## src/rtl/ws2812_tx.sv

```systemverilog
// ws2812_tx: shifts GRB pixels out as WS2812 NRZ pulses and latches the chain after each frame
module ws2812_tx #(
  parameter int BIT_CYC = 63,
  parameter int T0H_CYC = 20,
  parameter int T1H_CYC = 40,
  parameter int RST_CYC = 15000,
  parameter int LED_NUM = 64
) (
  input  logic       sys_clk,
  input  logic       rst,
  input  logic [7:0] R,
  input  logic [7:0] G,
  input  logic [7:0] B,
  input  logic       rgb_valid,
  output logic       rgb_ready,
  output logic       ws_dout,
  output logic       busy,
  output logic       frame_done
);
  localparam int CW = $clog2(BIT_CYC + 1);
  localparam int LW = $clog2(RST_CYC + 1);
  localparam int PW = $clog2(LED_NUM + 1);
  localparam logic [1:0] LATCH = 2'd0;
  localparam logic [1:0] IDLE  = 2'd1;
  localparam logic [1:0] SEND  = 2'd2;

  logic [1:0]    state_q, state_d;
  logic [LW-1:0] lat_q, lat_d;
  logic [PW-1:0] pix_q, pix_d;
  logic [4:0]    bit_q, bit_d;
  logic [CW-1:0] cyc_q, cyc_d, thr;
  logic [23:0]   sh_q, sh_d;
  logic          dout_q, dout_d;
  logic          acc, bit_end, pix_end, lat_end, last_pix;

  assign rgb_ready  = state_q == IDLE;
  assign busy       = state_q != IDLE;
  assign ws_dout    = dout_q;
  assign acc        = rgb_valid && rgb_ready;
  assign bit_end    = state_q == SEND && cyc_q == CW'(BIT_CYC - 1);
  assign pix_end    = bit_end && bit_q == 5'd23;
  assign lat_end    = state_q == LATCH && lat_q == LW'(RST_CYC - 1);
  assign last_pix   = pix_q == PW'(LED_NUM - 1);
  assign frame_done = lat_end;
  assign thr        = sh_q[23] ? CW'(T1H_CYC) : CW'(T0H_CYC);

  // next-state: pixel accept, bit/pixel sequencing and latch timing
  always_comb begin
    state_d = acc ? SEND : pix_end ? (last_pix ? LATCH : IDLE) : lat_end ? IDLE : state_q;
    lat_d   = (state_q == LATCH && !lat_end) ? lat_q + 1'b1 : '0;
    pix_d   = pix_end ? (last_pix ? '0 : pix_q + 1'b1) : pix_q;
    bit_d   = (acc || pix_end) ? '0 : bit_end ? bit_q + 1'b1 : bit_q;
    cyc_d   = (state_q == SEND && !bit_end) ? cyc_q + 1'b1 : '0;
    sh_d    = acc ? {G, R, B} : bit_end ? {sh_q[22:0], 1'b0} : sh_q;
    dout_d  = state_q == SEND && cyc_q < thr;
  end

  // state registers; reset starts with a full latch so the chain sees a clean frame boundary
  always_ff @(posedge sys_clk) begin
    if (rst) begin
      state_q <= LATCH;
      lat_q   <= '0;
      pix_q   <= '0;
      bit_q   <= '0;
      cyc_q   <= '0;
      sh_q    <= '0;
      dout_q  <= 1'b0;
    end else begin
      state_q <= state_d;
      lat_q   <= lat_d;
      pix_q   <= pix_d;
      bit_q   <= bit_d;
      cyc_q   <= cyc_d;
      sh_q    <= sh_d;
      dout_q  <= dout_d;
    end
  end
endmodule
```

## config.mk

```make
export PLATFORM = sky130hd
export DESIGN_NAME = ws2812_tx
export DESIGN_NICKNAME = d
export VERILOG_FILES = /design/src/rtl/ws2812_tx.sv
export SDC_FILE = /design/constraint.sdc
export NUM_CORES = 1
export LEC_CHECK = 0
export BUFFER_PORTS_ARGS = -buffer_cell sky130_fd_sc_hd__buf_4
export CAP_MARGIN = 15
export CORE_ASPECT_RATIO = 0.9
export CORE_MARGIN = 3
export CORE_UTILIZATION = 45
export DETAILED_ROUTE_END_ITERATION = 8
export PLACE_DENSITY = 0.67
export SLEW_MARGIN = 5
export SYNTH_ARGS = -nofsm -noshare
export SYNTH_HDL_FRONTEND = slang
export SYNTH_SLANG_ARGS = --single-unit
```

## constraint.sdc

```tcl
create_clock -name sys_clk -period 1.7 [get_ports sys_clk]
set_input_delay 0.34 -clock sys_clk [delete_from_list [all_inputs] [get_ports sys_clk]]
set_output_delay 0.34 -clock sys_clk [all_outputs]
set_load 0.02 [all_outputs]
```

==> reports/qor.yml <==
start_util: 0.484
violations: "negative setup slack"
synth.area.top_cells: "dfxtp_1 (45%), nand2_1 (8.5%), nor2_1 (7.6%), a311oi_1 (7.6%), xnor2_1 (4.0%)"
tns_ps: -448
worst_slack_ps: -448
port_buffers: 30
critPathArrivalTime_ps: 1810
hp-class: "in -> reg"
powerDensity_nw_per_um2: 785
clock_path_buffers: 2
die-area_um2: 6850
final_antenna_net_count: 0
fin_crit_ps: 2150
synth_top_cell_area_share: 0.445
first_global_vias: 2235
dp_hpwl_um: 4020
post_drt_wl_per_cell_um: 13.0
relSlewSlack: 0.739
path_class: "reg -> out"
fin_hold_ws_ps: 283
post-synth-top-area-cell: "dfxtp_1"
synthesis.area_um2: 2650
cts_root_buf: "clkbuf_8"
h-tree-depth: 3
irDropWorstVdd_mv: 0.500
num_antenna_cells: 0
p_leak_nw: 1.32
wirelength_um: 5890
via_count: 2366
globalRouteOverflowTotal: 0
syn_inst: 320
pre_cts_ws_ps: -296
grt_antenna_before_repair: 0
fmax_mhz: 466
grt_pass1_wl_um: 9950
drive_gt1_frac: 0.262
crit_required_ps: 1360
fin_crit_sh: 1.26
cts_tree: "done"
path_clk_slew_ps: 60
die_y_um: 78.8
setup.worst_path.end_class: "output port"
fin_util: 0.637
grt_start_max_net_pins: 48
ys_types: 34
rsz0062_at_grt: "yes"
track_usage: 0.184
status: "finished with violations"
ys_seq_elements: 59
fp-row-count: 25
syn_to_final_growth_pct: 31.5
ios: 31
drt_iter0_drc: 194
drv_cap: 0
gp_congestion: 0.829
drt_drc_violations_left: 0
drt-pass1-iter-count: 4
syn-mean-instance-area_um2: 8.29
hold_buffers: 0
clock-sinks: 59
p_total_w: 0.00274
cts_buffers: 9
ys_seq_area_frac: 0.445
syn-num-nets: 355
yosys_warnings: 0
worst-slew-pin-transition_ps: 382
finalHoldViolCount: 0
finalClockSkew_ps: 6.10
core_area_um2: 5470
die_x_um: 86.9
cp_max_fo: 2
clk_latency_ps: 330
setup_viol: 1
maxSlewViolCount: 0
cp-start-kind: "flop"
vias_per_cell: 5.23
fin_nets: 415
## metrics by stage
step	cells	instance area (µm²)
final	452	3490
after CTS	450	3370
after detailed placement	433	3140
after floorplan	320	2660
after global placement	433	3140
after global routing	452	3490
## layout make-up
cell class,count,area [µm²]
repair buffers,66,546
fillers,460,1990
well taps,67,83.8
multi-input cells,234,1440
clock buffers,11,141
flip-flops and latches,59,1190
inverters,10,37.5
clock inverters,5,52.6
## where the power goes
part	leakage, nW	internal [W]	switching (W)	total [W]
clock network	0.0991	0.000709	0.000536	0.00124
registers	0.478	0.00139	0.00000330	0.00139
logic	0.738	0.0000587	0.0000438	0.000102
total	1.32	0.00216	0.000583	0.00274
## critical path, cell delays in order (launching register included)
cell	delay, ps
dfxtp_2	320
or4_4	540
nor4_4	180
nor2b_4	190
nor2b_4	140
buf_6	120
## timing repair
action                     4_1_cts  5_1_grt
setup endpoints to repair        6       28
buffers inserted                 1        1
gates cloned                     0        1
gates resized for setup          6       23
pin swaps                        1        4
## synthesized netlist by cell type
library cell  count
nand2_1          60
dfxtp_1          59
nor2_1           54
a311oi_1         23
nand3_1          17
xnor2_1          12
inv_1            10
ha_1              8
xor2_1            8
buf_2             7
clkbuf_1          7
nor3_1            6
nor4_1            6
a21oi_1           5
and3_1            4
o21ai_0           4
nand4_1           3
nor2b_1           3
or4_1             3
a32o_1            2
and4b_1           2
nand2b_1          2
nand4b_1          2
o21a_1            2
o31a_1            2
a2111oi_0         1
a21boi_0          1
a311o_1           1
and3b_1           1
buf_1             1
buf_6             1
buf_8             1
o311a_1           1
or3_1             1
## cells by family (layout without fill, tap and decap cells)
family / count (synthesis) / after routing / synth area share
adders and majority gates: 8 / 8 / 0.0378
AOI/OAI and AO/OA: 42 / 42 / 0.126
buffers and inverters: 27 / 92 / 0.0486
and+or+nand+nor: 164 / 164 / 0.276
DFF: 59 / 59 / 0.445
xor gates and xnor gates: 20 / 20 / 0.0661
## routing by layer
layer	vias to the layer above	routed length (µm)	part of all wire	global-route usage
li1	1234	-	-	-
met1	1086	2950	0.50	0.252
met2	39	2600	0.44	0.268
met3	7	277	0.047	0.0674
met4	0	55	0.0093	0.0607
met5	-	0	0	0
## layout by cell type, fill, tap and decap left out, drive strengths merged, types with 5 or more instances in the layout
cell type / n
a311oi: 23
inv: 10
nor2: 54
nor3: 6
xor2: 8
nor4: 6
ha: 8
nand2: 60
a21oi: 5
clkbuf: 12
dfxtp: 59
buf: 65
xnor2: 12
nand3: 17
## final timing paths
check / to / start / slack [ps] / depth (start not counted)
worst max-delay path: frame_done / lat_q[6]$_SDFF_PP0_ / -450 / 5
worst min-delay path: sh_q[0]$_SDFFE_PP0P_ / B[0] / 280 / 3
worst max register to register: bit_q[4]$_SDFFE_PP0P_ / cyc_q[0]$_SDFF_PP0_ / 80 / 7
worst min register to register: pix_q[6]$_SDFFE_PP0P_ / pix_q[6]$_SDFFE_PP0P_ / 450 / 1
## flip-flops by register name, indices dropped and copies added, names as in the netlist
register and flops:
sh_q 24, lat_q 14, pix_q 7, cyc_q 6, bit_q 5, state_q 2
ws_dout 1
Power figures use the tool's default switching activity.
